--- config.mk ---
export PLATFORM = sky130hd
export DESIGN_NAME = mp_add_sequencer
export DESIGN_NICKNAME = d
export VERILOG_FILES = /design/src/rtl/mp_add_pkg.sv /design/src/rtl/carry_lookahead_adder.sv /design/src/rtl/mp_add_sequencer.sv
export SDC_FILE = /design/constraint.sdc
export NUM_CORES = 1
export LEC_CHECK = 0
export CAP_MARGIN = 20
export CORE_MARGIN = 3
export CORE_UTILIZATION = 52
export CTS_CLUSTER_SIZE = 16
export DETAILED_ROUTE_END_ITERATION = 12
export PLACE_DENSITY = 0.81
export SYNTH_ARGS = -nofsm -noshare
export SYNTH_HDL_FRONTEND = slang
export SYNTH_HIERARCHICAL = 1
export SYNTH_SLANG_ARGS = --single-unit
--- constraint.sdc ---
create_clock -name clk -period 4.32 [get_ports clk]
set_clock_uncertainty 0.2 [all_clocks]
set_input_delay 0.864 -clock clk [delete_from_list [all_inputs] [get_ports clk]]
set_output_delay 0.864 -clock clk [all_outputs]
set_load 0.05 [all_outputs]
--- src/rtl/mp_add_pkg.sv ---
// Shared types and helpers for the multi-precision add/subtract sequencer.
package mp_add_pkg;

  // Sequencer FSM encoding: waiting for a start, or stepping through words.
  typedef enum logic {
    ST_IDLE = 1'b0,
    ST_RUN  = 1'b1
  } state_t;

  // Width of the word index; a single-word build still needs one bit.
  function automatic int idx_width(input int words);
    return (words > 1) ? $clog2(words) : 1;
  endfunction

endpackage

--- src/rtl/carry_lookahead_adder.sv ---
// WIDTH-bit carry-lookahead adder with carry in and carry out.
module carry_lookahead_adder #(
  parameter int WIDTH = 8
) (
  input  logic [WIDTH-1:0] i_a,
  input  logic [WIDTH-1:0] i_b,
  input  logic             i_cin,
  output logic [WIDTH-1:0] o_sum,
  output logic             o_cout
);

  logic [WIDTH-1:0] gen;
  logic [WIDTH-1:0] prop;
  logic [WIDTH:0]   carry;
  logic             term;
  logic             chain;

  assign gen  = i_a & i_b;
  assign prop = i_a ^ i_b;

  // Each carry is the flat OR of every generate term propagated up to it,
  // plus the carry in propagated through all lower bits.
  always_comb begin
    carry    = '0;
    term     = 1'b0;
    chain    = 1'b1;
    carry[0] = i_cin;
    for (int i = 0; i < WIDTH; i++) begin
      term  = 1'b0;
      chain = 1'b1;
      for (int j = i; j >= 0; j--) begin
        term  = term | (chain & gen[j]);
        chain = chain & prop[j];
      end
      carry[i+1] = term | (chain & i_cin);
    end
  end

  assign o_sum  = prop ^ carry[WIDTH-1:0];
  assign o_cout = carry[WIDTH];

endmodule

--- src/rtl/mp_add_sequencer.sv ---
// Wide add/subtract performed one WIDTH-bit word per cycle, LSW first,
// through a single shared carry-lookahead adder.
import mp_add_pkg::*;

module mp_add_sequencer #(
  parameter int WIDTH = 8,
  parameter int WORDS = 4
) (
  input  logic                   clk,
  input  logic                   rst,
  input  logic                   i_start,
  input  logic                   i_sub,
  input  logic [WORDS*WIDTH-1:0] i_a,
  input  logic [WORDS*WIDTH-1:0] i_b,
  output logic                   o_busy,
  output logic                   o_done,
  output logic [WORDS*WIDTH-1:0] o_result,
  output logic                   o_cout,
  output logic                   o_overflow
);

  localparam int N     = WORDS * WIDTH;
  localparam int IDX_W = idx_width(WORDS);
  localparam logic [IDX_W-1:0] LAST_IDX = IDX_W'(WORDS - 1);

  state_t           state_q, state_d;
  logic [IDX_W-1:0] idx_q, idx_d;
  logic [N-1:0]     a_q, a_d;
  logic [N-1:0]     b_q, b_d;
  logic             c_q, c_d;
  logic [N-1:0]     result_q, result_d;
  logic             cout_q, cout_d;
  logic             ovf_q, ovf_d;
  logic             done_q, done_d;

  logic [WIDTH-1:0] add_a;
  logic [WIDTH-1:0] add_b;
  logic [WIDTH-1:0] add_sum;
  logic             add_cout;

  assign add_a = a_q[idx_q*WIDTH +: WIDTH];
  assign add_b = b_q[idx_q*WIDTH +: WIDTH];

  carry_lookahead_adder #(.WIDTH(WIDTH)) u_adder (
    .i_a    (add_a),
    .i_b    (add_b),
    .i_cin  (c_q),
    .o_sum  (add_sum),
    .o_cout (add_cout)
  );

  // Next-state logic: capture operands on start (B inverted and carry-in
  // set for subtract), then fold one word per cycle until the top word.
  always_comb begin
    state_d  = state_q;
    idx_d    = idx_q;
    a_d      = a_q;
    b_d      = b_q;
    c_d      = c_q;
    result_d = result_q;
    cout_d   = cout_q;
    ovf_d    = ovf_q;
    done_d   = 1'b0;
    case (state_q)
      ST_IDLE: begin
        if (i_start) begin
          a_d     = i_a;
          b_d     = i_sub ? ~i_b : i_b;
          c_d     = i_sub;
          idx_d   = '0;
          state_d = ST_RUN;
        end
      end
      ST_RUN: begin
        result_d[idx_q*WIDTH +: WIDTH] = add_sum;
        c_d   = add_cout;
        idx_d = idx_q + IDX_W'(1);
        if (idx_q == LAST_IDX) begin
          cout_d  = add_cout;
          ovf_d   = (a_q[N-1] == b_q[N-1]) && (add_sum[WIDTH-1] != a_q[N-1]);
          done_d  = 1'b1;
          idx_d   = '0;
          state_d = ST_IDLE;
        end
      end
      default: state_d = ST_IDLE;
    endcase
  end

  // State and registered outputs; reset discards any in-flight operation.
  always_ff @(posedge clk or posedge rst) begin
    if (rst) begin
      state_q  <= ST_IDLE;
      idx_q    <= '0;
      a_q      <= '0;
      b_q      <= '0;
      c_q      <= 1'b0;
      result_q <= '0;
      cout_q   <= 1'b0;
      ovf_q    <= 1'b0;
      done_q   <= 1'b0;
    end else begin
      state_q  <= state_d;
      idx_q    <= idx_d;
      a_q      <= a_d;
      b_q      <= b_d;
      c_q      <= c_d;
      result_q <= result_d;
      cout_q   <= cout_d;
      ovf_q    <= ovf_d;
      done_q   <= done_d;
    end
  end

  assign o_busy     = (state_q == ST_RUN);
  assign o_done     = done_q;
  assign o_result   = result_q;
  assign o_cout     = cout_q;
  assign o_overflow = ovf_q;

endmodule

Yosys cells after proc, flatten, opt, wreduce, memory -nomap -nowiden
Cells that the tools add are included.
Storage, ports and cells
  register bits after elaboration: 103
  input port bits: 68
  output and inout port bits: 36
  word-level logic and storage cells: 139
Operators by class
  $add $sub $neg: 2
  equality and inequality tests: 4
  shifts and indexed selects: 4
  muxes and demuxes: 12
  bitwise logic cells: 105
  reductions and logical operators: 3
Operator list (count)
  $and A1 B1 Y1: 64
  $shiftx A32 B6 Y8: 2
  $or A1 B1 Y1: 36
  $neg A5 Y34: 1
  $shift A8 B34 Y32 const A: 1
  $shiftx A8 B34 Y32: 1
  $bwmux W32: 1
  $mux W32: 1
  $not A32 Y32: 1
  $xor A8 B8 Y8: 2
  $and A8 B8 Y8: 1
  $mux W1: 5
  $mux W2: 2
  $pmux W1 S2: 2
  $pmux W2 S2: 1
  $reduce_and A2 Y1: 2
  $add A2 B1 Y2 const B: 1
  $eq A2 B2 Y1 const B: 1
  $ne A2 B2 Y1 const B: 1
  $eq A1 B1 Y1: 1
  $logic_and A1 B1 Y1: 1
  $ne A1 B1 Y1: 1
  $not A1 Y1: 1

Logic depth before layout (Yosys ltp)
Gate-level depths: netlist of the first run.
  depth in word-level cells: 13
  mapped depth: 10
  depth with buffers taken out: 8

Hierarchy
The synthesis of the first run kept the hierarchy.
By module, submodules not included
  mp_add_sequencer: times used 1, cells each 346, area an instance 4860.9 µm², sequential area each 2577.5 µm²
  carry_lookahead_adder: times used 1, cells each 41, area an instance 332.8 µm², sequential area each 0.0 µm²

Least setup slack after synthesis of the first run
OpenSTA, ideal clock, no wires.
  kind: flip-flop to flip-flop
  start: reg idx_q[0]
  end: reg ovf_q, in the netlist o_overflow
  arrival: 3034 ps
  path slack: 1004 ps
  stages on the path, launching flop included: 11
  buffers on the path: 2
  cell sequence: dfrtp_1 buf_4 buf_6 mux4_2 ha_1 a21oi_2 o2111ai_2 a221o_1 xor2_1 or3b_2 a31oi_1
RTL lines
  start, declared: RTL line mp_add_sequencer.sv:27  | logic [IDX_W-1:0] idx_q, idx_d;
  start signal, assigned: RTL line mp_add_sequencer.sv:104  | idx_q <= idx_d;
  $shiftx A32 B6 Y8 *: RTL line mp_add_sequencer.sv:41  | assign add_a = a_q[idx_q*WIDTH +: WIDTH];
  net add_a[0]: RTL line mp_add_sequencer.sv:36  | logic [WIDTH-1:0] add_a;
  $and A8 B8 Y8 or $xor A8 B8 Y8 (tied branches): RTL line carry_lookahead_adder.sv:18, carry_lookahead_adder.sv:19
  $and A1 B1 Y1, on equally long branches: RTL line carry_lookahead_adder.sv:32, carry_lookahead_adder.sv:33
  $or A1 B1 Y1 or $and A1 B1 Y1 (tied branches): RTL line carry_lookahead_adder.sv:32, carry_lookahead_adder.sv:35
  $or A1 B1 Y1 *: RTL line carry_lookahead_adder.sv:35  | carry[i+1] = term | (chain & i_cin);
  $xor A8 B8 Y8 *: RTL line carry_lookahead_adder.sv:39  | assign o_sum = prop ^ carry[WIDTH-1:0];
  net add_sum[7]: RTL line mp_add_sequencer.sv:38  | logic [WIDTH-1:0] add_sum;
  $ne A1 B1 Y1 *: RTL line mp_add_sequencer.sv:80  | ovf_d = (a_q[N-1] == b_q[N-1]) && (add_sum[WIDTH-1] != a_q[N-1]);
  $logic_and A1 B1 Y1 *: RTL line mp_add_sequencer.sv:80
  end signal, assigned: RTL line mp_add_sequencer.sv:110  | ovf_q <= ovf_d;
  end, declared: RTL line mp_add_sequencer.sv:33  | logic ovf_q, ovf_d;
Mark *: on every way through the listed nets, which the timed path passes. The rest lies on a longest branch.
A chain may end at the register's enable or synchronous reset.

Final worst setup path of the first run
Same ends and word-level chain as after synthesis.

==> metrics, run 1 <==
width of the chip 106 um; Post-layout nets roughly 570; via count 3363; area of the core 9460 um2; CP startpoint kind flop; area leader, netlist dfrtp_1; DR pass1 iterations 4; Fin. Hold Viols 0; Filler cells 688; final worst slack 792 ps; cts hold-fix bufs 0; drt initial violations about 100; ys async rst share 1.00; gr usage total 0.204; hpwl dp 8070 um; fin crit period 3530 ps; Synth top area share 0.496; most common cell in the netlist dfrtp_1; H-tree depth 3; # diodes 0; max cap viols 0; Cell variety after synth between 40 and 50; clk sinks 103; Final Max Tran Viols 0; Worst-path clk slew 100 ps; slowest cell delay on critical path 580 ps; top cells by area, synth dfrtp_1 (50%), mux2_2 (14%), mux4_2 (6.9%); Primary FF master, synth dfrtp_1; Rel. slew slack 0.418; vias per cell 5.45; Slew @ Worst Pin 872 ps; full die area 11200 um2; Resize count post-CTS 0; cell count after synthesis 387; num rows 35; CP Class reg2reg; # DRC 0; CTS buffer count 9; final setup TNS 0 ps; initial antenna violation count 0; final WL 11000 um; crit path DAT between 3000 and 4000 ps; Synth Net Count 470; Starting Density 0.549; multiplexer share of the synthesized area 0.214; CTS root buffer clkbuf_8; crit end category flop; largest net degree at the start of global routing 94; fmax 283 MHz; multi-input logic area approximately 2300 um2; YS warnings 6; Req. time, crit path 4400 ps; Top Ports 104; vias in the first global route 3583; placed cell area 6310 um2; Post-synth EDFFs 0; final setup violating endpoints 0; Post CTS Setup Buffer Count 0; first-pass GRT wire length 18000 um; layout cells sized above 1 0.270; Peak VDD IR around 0.42 mV; largest family of logic cells by synthesized area multiplexers; Synth Area in Adders 0.0376; outcome complete, no violations; Mapped Area 5190 um2; Hold WC Path Type reg2reg; Die Height 106 um; Clock Tree Buf Depth 2; Clock Latency Late Sink between 300 and 400 ps; syn avg cell area 13.4 um2; Synth Area in Compound Gates 0.0968; fin area 6520 um2; flops & latches, synth 103; Overflow after GRT 0; register area share after synthesis 0.496; Final Cycle Share 0.817; crit path max fanout 14; antenna violation net count after detailed routing 0; simple-gate portion of the synthesized area 0.0304; Power Density roughly 860 nW/um2; # port buffers 103; Routed wire per std cell roughly 18 um; FF/Latch Area ~2600 um2; xor/xnor cell area share of the yosys netlist 0.0641; Max stage delay cell, worst path dfrtp_1; worst path cell trace buf_12, mux4_2, ha_1, a21oi_2, o2111ai_2, a221o_1, xor2_1, or3b_2, a31oi_1; Syn-to-layout area delta 25.5%; CTS tree built; GP Congestion about 0.8; Pleak 2.75 nW; top cells by count, synth dfrtp_1 (103), mux2_2 (66), inv_1 (42); DP Worst Slack 824 ps; RSZ-0062 raised after global routing no
registers in the layout, summed over array words and instances (netlist names):
name,count
a_q,32
o_cout,1
idx_q,2
c_q,1
o_overflow,1
o_result,32
o_busy,1
b_q,32
o_done,1
per-stage QoR:
stage | instances | power (W) | hold WS [ps] | util
detailed placement | 600 | 0.00506 | 290 | 0.667
global route | 617 | 0.00598 | 326 | 0.689
global placement | 600 | 0.00496 | 287 | 0.667
finish | 617 | 0.00561 | 312 | 0.689
floorplan | 387 | 0.00407 | 275 | -
CTS | 616 | 0.00563 | 311 | 0.686
cell families after synthesis:
logic type               after synthesis
AO/OA/AOI/OAI                         55
flip-flops                           103
adder cells (fa/ha/maj)               15
XOR/XNOR                              38
buffers and inverters                 68
AND/OR/NAND/NOR                       25
multiplexers                          83
final timing paths:
| path | depth (start not counted) | end | start | slack [ps] |
|---|---|---|---|---|
| min reg2reg | 1 | a_q[17]$_DFFE_PP0P_ | a_q[17]$_DFFE_PP0P_ | 310 |
| min | 1 | a_q[17]$_DFFE_PP0P_ | a_q[17]$_DFFE_PP0P_ | 310 |
| min in group asynchronous | 2 | a_q[12]$_DFFE_PP0P_ | rst | 690 |
| max in group asynchronous | 4 | o_result[21]$_DFFE_PP0P_ | rst | 2430 |
| max | 9 | o_overflow$_DFFE_PP0P_ | idx_q[0]$_DFFE_PP0P_ | 790 |
| max reg2reg | 9 | o_overflow$_DFFE_PP0P_ | idx_q[0]$_DFFE_PP0P_ | 790 |
metal layers:
layer	GRT usage	up-vias	share of wire
met5	0	-	0
met4	0.0712	0	0.013
met3	0.0316	14	0.045
met2	0.346	95	0.50
met1	0.269	1688	0.44
li1	-	1566	-
area by class of cell:
type                    instances  share of cell area
flip-flops and latches        103               0.395
multi-input cells             216               0.354
repair buffers                111               0.174
well taps                     129              0.0248
inverters                      42              0.0246
clock buffers                   9              0.0190
clock inverters                 7             0.00825
layout by cell type (no fill, tap or decap), types with 2 or more instances in the layout:
| cell | netlist | routed |
|---|---|---|
| a21bo_2 | 8 | 8 |
| a21o_1 | 3 | 3 |
| a21oi_1 | 3 | 3 |
| and2_1 | 3 | 3 |
| buf_12 | 0 | 2 |
| buf_4 | 8 | 5 |
| clkbuf_8 | 0 | 9 |
| clkdlybuf4s50_1 | 0 | 102 |
| clkinv_2 | 0 | 2 |
| clkinv_4 | 0 | 2 |
| dfrtp_1 | 103 | 103 |
| ha_1 | 14 | 14 |
| inv_1 | 42 | 41 |
| inv_6 | 0 | 3 |
| mux2_2 | 66 | 66 |
| mux4_2 | 16 | 16 |
| nand2_1 | 4 | 4 |
| nand3_1 | 2 | 2 |
| nor2_1 | 5 | 5 |
| o21ai_0 | 2 | 2 |
| o31ai_2 | 8 | 8 |
| o32ai_1 | 24 | 24 |
| xnor2_1 | 4 | 4 |
| xor2_1 | 34 | 34 |
where the power goes:
part / switching [W] / internal [W] / leakage [nW]
Combinational: 0.00203 / 0.00141 / 1.37
Sequential: 0.000244 / 0.00137 / 1.28
Clock: 0.000340 / 0.000216 / 0.0944
Total: 0.00261 / 0.00300 / 2.75
critical path, delay by kind of cell (launching register included):
kind                       cells  cell delay [ps]
xor gates and xnor gates       1              190
buffers and inverters          1              220
adders and majority gates      1              320
AOI/OAI and AO/OA              4              920
and+or+nand+nor                1              470
DFF                            1              580
muxes                          1              540
(Power assumes the default switching activity.)
==> inputs of run 2 (changes only) <==
==> constraint.sdc (replaced) <==
create_clock -name clk -period 3.58 [get_ports clk]
set_clock_uncertainty 0.2 [all_clocks]
set_input_delay 0.716 -clock clk [delete_from_list [all_inputs] [get_ports clk]]
set_output_delay 0.716 -clock clk [all_outputs]
set_load 0.05 [all_outputs]
==> run 2 against run 1 <==
Compared with the run above:
- clock power is 32% higher
- worst setup slack worse by 570 ps
- via count down 0.30%
- critical path type unchanged
- critical endpoint unchanged
- largest cell class unchanged
- highest routed layer unchanged
==> metrics, run 2 (synthesis results as in run 1) <==
num rows 35; Slew @ Worst Pin 898 ps; CTS tree built; Clock Latency Late Sink 360 ps; CP Class reg2reg; clk sinks 103; CTS root buffer clkbuf_8; final setup TNS 0 ps; commonest non-fill, non-tap cell in the layout dfrtp_1; fmax 298 MHz; max cap viols 0; Top Ports approximately 100; Worst-path clk slew ~100 ps; drt initial violations 128; hpwl dp between 7000 and 8000 um; via count roughly 3400; Die Height ~110 um; outcome complete, no violations; crit path max fanout 17; Pleak 2.74 nW; most frequent cells in the layout dfrtp_1 (103), clkdlybuf4s50_1 (102), mux2_2 (66), inv_1 (41), xor2_1 (34); Peak VDD IR 0.602 mV; antenna violation net count after detailed routing 0; Clock Tree Buf Depth 2; Routed wire per std cell about 17 um; vias in the first global route 3459; Rel. slew slack 0.402; gr usage total 0.193; final setup violating endpoints 0; Hold WC Path Type reg2reg; Resize count post-CTS 0; vias per cell 5.45; Starting Density 0.549; Post CTS Setup Buffer Count 0; first-pass GRT wire length 17200 um; Fin. Hold Viols 0; Power Density 1040 nW/um2; DR pass1 iterations 4; Syn-to-layout area delta 25.6%; DP Worst Slack about 250 ps; Final Max Tran Viols 0; Post-layout nets between 500 and 600; width of the chip 106 um; initial antenna violation count 0; crit end category flop; largest net degree at the start of global routing between 100 and 150; RSZ-0062 raised after global routing no; # DRC 0; final worst slack 220 ps; Filler cells 714; Overflow after GRT 0; area of the core 9460 um2; cts hold-fix bufs 0; Req. time, crit path 3670 ps; crit path DAT roughly 3500 ps; full die area 11200 um2; Final Cycle Share 0.938; # port buffers 103; H-tree depth 3; final WL about 11000 um; # diodes 0; layout cells sized above 1 0.265; CP startpoint kind flop; GP Congestion 0.795; CTS buffer count 9; fin crit period between 3000 and 4000 ps
run 2: per-layer routing:
| metal | global-route usage | vias up | share of wire |
|---|---|---|---|
| li1 | - | 1559 | - |
| met1 | 0.257 | 1689 | 0.44 |
| met2 | 0.327 | 89 | 0.51 |
| met3 | 0.0328 | 16 | 0.041 |
| met4 | 0.0583 | 0 | 0.015 |
| met5 | 0 | - | 0 |
run 2: layout make-up:
| type | instances | area [um2] | share of cell area |
|---|---|---|---|
| Clock inverter | 4 | 55.1 | 0.00844 |
| Tap cell | 129 | 161 | 0.0247 |
| Clock buffer | 11 | 141 | 0.0217 |
| Inverter | 42 | 161 | 0.0247 |
| Timing Repair Buffer | 110 | 1120 | 0.171 |
| Sequential cell | 103 | 2580 | 0.395 |
| Multi-Input combinational cell | 216 | 2310 | 0.354 |
run 2: power breakdown:
part           switching (W)  total (W)  internal [W]
registers           0.000271    0.00193       0.00166
logic                0.00244    0.00414       0.00170
clock network       0.000389   0.000732      0.000343
total                0.00310    0.00680       0.00370
run 2: worst paths after layout:
check,startpoint,depth (start not counted),to,slack (ps)
worst max register to register,idx_q[0]$_DFFE_PP0P_,9,o_overflow$_DFFE_PP0P_,220
worst min-delay path,a_q[28]$_DFFE_PP0P_,1,a_q[28]$_DFFE_PP0P_,310
worst max-delay path,idx_q[0]$_DFFE_PP0P_,9,o_overflow$_DFFE_PP0P_,220
min in group asynchronous,rst,3,a_q[7]$_DFFE_PP0P_,650
max in group asynchronous,rst,3,b_q[6]$_DFFE_PP0P_,2140
worst min register to register,a_q[28]$_DFFE_PP0P_,1,a_q[28]$_DFFE_PP0P_,310
run 2: critical path, cell delays in order, from the launching register on:
cell       delay, ps
dfrtp_1          400
buf_4            250
mux4_2           540
ha_1             300
a21oi_2          200
o2111ai_2        190
a221o_1          380
xor2_1           190
or3b_2           470
a31oi_1          160
run 2: metrics by stage:
stage | utilization | instances | hold slack [ps] | area, um2 | total power (W)
2_1_floorplan | - | 387 | 275 | 5200 | 0.00491
3_3_place_gp | 0.669 | 600 | 286 | 6330 | 0.00598
3_5_place_dp | 0.669 | 600 | 291 | 6330 | 0.00609
4_1_cts | 0.690 | 615 | 313 | 6520 | 0.00684
5_1_grt | 0.690 | 615 | 331 | 6520 | 0.00724
6_report | 0.690 | 615 | 309 | 6520 | 0.00680
==> inputs of run 3 (changes only) <==
--- a/config.mk
+++ b/config.mk
@@ -5,12 +5,14 @@
 export SDC_FILE = /design/constraint.sdc
 export NUM_CORES = 1
 export LEC_CHECK = 0
+export ABC_AREA = 1
 export CAP_MARGIN = 20
 export CORE_MARGIN = 3
 export CORE_UTILIZATION = 52
 export CTS_CLUSTER_SIZE = 16
 export DETAILED_ROUTE_END_ITERATION = 12
-export PLACE_DENSITY = 0.81
+export PLACE_DENSITY = 0.8
+export SKIP_CTS_REPAIR_TIMING = 1
 export SYNTH_ARGS = -nofsm -noshare
 export SYNTH_HDL_FRONTEND = slang
 export SYNTH_HIERARCHICAL = 1
==> run 3 against run 2 <==
Compared with the run above:
- highest routed layer unchanged
- utilization decreased by 1.6 points
- critical endpoint is now o_result[31]$_DFFE_PP0P_
- sequential share of layout area decreased by 1.1 points
- worst setup slack improved by 300 ps
- largest cell class unchanged
==> metrics, run 3 <==
hpwl dp 9460 um; cell count after synthesis slightly below 700; wl on met1 between 5000 and 6000 um; Starting Density 0.547; Filler cells 851; Post-layout nets just under 900; Post-synth EDFFs 0; commonest non-fill, non-tap cell in the layout nand2_1; Synth Net Count 777; crit path max fanout 20; top cells by count, synth nand2_1 (322), dfrtp_1 (103), nor2_1 (43); Final Max Tran Viols 0; ys async rst share 1.00; Die Height around 110 um; multi-input logic area 2460 um2; via count 4629; xor/xnor cell area share of the yosys netlist 0.0579; DP Worst Slack 558 ps; Mapped Area 5440 um2; placed cell area approximately 6500 um2; area leader, netlist dfrtp_1; Non-Filler Instances 920; slowest cell delay on critical path approximately 470 ps; vias in the first global route 4542; GP Congestion 0.852; full die area between 10000 and 15000 um2; antenna violation net count after detailed routing 0; top cells by area, synth dfrtp_1 (47%), nand2_1 (22%), xor2_1 (5.5%); # DRC 0; Syn-to-layout area delta 23.1%; # diodes 0; Worst-path clk slew 100 ps; Synth Area in Compound Gates 0.0609; clk sinks 103; CP startpoint kind flop; CTS root buffer clkbuf_8; Top Ports 104; most common cell in the netlist nand2_1; FF/Latch Area 2580 um2; gr usage total 0.226; Clock Latency Late Sink 360 ps; Fin. Hold Viols 0; RSZ-0062 raised after global routing no; Final Cycle Share 0.854; highest routed layer met4; Endpoint, Worst Hold o_result[10]$_DFFE_PP0P_; largest family of logic cells by synthesized area simple AND/OR/NAND/NOR gates; crit end category flop; worst path cell trace inv_1, nor2_1, o21ai_0, nand2_1, ha_1, inv_1, nor2_2, nand3_2, nand2_2, nand2_2, nand2_2, nand2_1, nand2_1, nand2_1, nor2_1, nand2_1, nand2_1; cell count of the worst reg-to-reg path 17; num rows 36; area of the core about 10000 um2; register area share after synthesis 0.473; Power Density a little over 1000 nW/um2; CTS tree built; RR Endpoint o_result[31]$_DFFE_PP0P_; R2R Setup Slk 520 ps; vias per cell 5.03; syn avg cell area 7.84 um2; # port buffers 103; fin area 6700 um2; width of the chip 108 um; final WL 12500 um; Rel. slew slack 0.426; YS warnings 6; Slew @ Worst Pin 860 ps; max cap viols 0; final setup TNS 0 ps; Synth top area share 0.473; flops & latches, synth roughly 100; fmax 327 MHz; Primary FF master, synth dfrtp_1; Clock Tree Buf Depth 2; first-pass GRT wire length about 21000 um; WL met3 527 um; multiplexer share of the synthesized area 0; Overflow after GRT 0; DR pass1 iterations 4; hold path cells 2; CTS buffer count 9; Req. time, crit path roughly 3700 ps; Max stage delay cell, worst path inv_1; Synth Area in Adders 0.0359; Top cell by count, worst path nand2_1; fin crit period 3060 ps; final worst slack 523 ps; H-tree depth 3; placed cell count 905; Cell variety after synth 29; simple-gate portion of the synthesized area 0.298; Routed wire per std cell 13.6 um; Pleak 3.44 nW; largest net degree at the start of global routing roughly 100; crit path DAT roughly 3200 ps; layout cells sized above 1 0.0534; most frequent cells in the layout nand2_1 (322), dfrtp_1 (103), clkdlybuf4s50_1 (102), nor2_1 (43), inv_1 (40); outcome complete, no violations; CP Class reg2reg; Hold WC Path Type reg2reg; initial antenna violation count 0; Peak VDD IR between 0.4 and 0.5 mV; min-delay src o_result[10]$_DFFE_PP0P_; drt initial violations around 220; final setup violating endpoints 0; worst r2r src idx_q[1]$_DFFE_PP0P_; Detail Route met2 WL 6290 um
-- run 3: cell types whose count changed in the layout (fill, tap and decap cells not counted), moves of 6 or more --
cell | previous run | this run
a21bo_2 | 8 | 0
mux2_2 | 66 | 0
mux4_2 | 16 | 0
nand2_1 | 4 | 322
nand2_2 | 1 | 7
nand3_1 | 2 | 17
nand4_1 | 0 | 9
nor2_1 | 5 | 43
o211ai_1 | 1 | 19
o21ai_0 | 2 | 30
o31ai_2 | 8 | 0
o32ai_1 | 24 | 0
-- run 3: how the worst max path moves through the flow --
| stage | end | depth (start not counted) | start | slack (ps) |
|---|---|---|---|---|
| 6_report | o_result[31]$_DFFE_PP0P_ | 17 | idx_q[1]$_DFFE_PP0P_ | 520 |
| 5_1_grt | o_result[31]$_DFFE_PP0P_ | 17 | idx_q[1]$_DFFE_PP0P_ | 250 |
| 4_1_cts | o_result[31]$_DFFE_PP0P_ | 17 | idx_q[1]$_DFFE_PP0P_ | 540 |
| 3_5_place_dp | o_result[31]$_DFFE_PP0P_ | 17 | idx_q[1]$_DFFE_PP0P_ | 560 |
| 3_3_place_gp | o_result[31]$_DFFE_PP0P_ | 17 | idx_q[1]$_DFFE_PP0P_ | 620 |
| 2_1_floorplan | o_overflow$_DFFE_PP0P_ | 19 | idx_q[1]$_DFFE_PP0P_ | 1140 |
-- run 3: metrics by stage --
stage               utilization  total power [W]  hold WS (ps)
CTS                       0.673          0.00688           285
floorplan                     -          0.00498           237
global placement          0.651          0.00598           258
finish                    0.673          0.00686           286
global route              0.673          0.00747           304
detailed placement        0.651          0.00607           265
-- run 3: kinds of logic after synthesis --
kind of cell / Yosys count
compound gates: 56
xor+xnor: 36
fa+ha+maj: 15
buf+inv: 79
flops: 103
simple gates: 405
-- run 3: cell type report --
type,count,area share
clock inverters,5,0.0121
repair buffers,111,0.164
inverters,46,0.0263
multi-input cells,512,0.368
clock buffers,10,0.0205
well taps,133,0.0248
flip-flops and latches,103,0.385
-- run 3: routing by layer --
metal | global-route usage | vias to the layer above
li1 | - | 2319
met1 | 0.292 | 2159
met2 | 0.388 | 128
met3 | 0.0275 | 23
met4 | 0.0884 | 0
met5 | 0 | -
-- run 3: critical path, delay by kind of cell, from the launching register on --
| family | cells | cell delay [ps] |
|---|---|---|
| and+or+nand+nor | 13 | 1260 |
| buffers and inverters | 2 | 540 |
| DFF | 1 | 450 |
| adders and majority gates | 1 | 400 |
| AOI/OAI and AO/OA | 1 | 150 |
-- run 3: report_power, final --
group,switching [W],internal (W),total [W]
Clock,0.000387,0.000411,0.000798
Combinational,0.00275,0.00137,0.00412
Sequential,0.000286,0.00166,0.00194
Total,0.00342,0.00344,0.00686
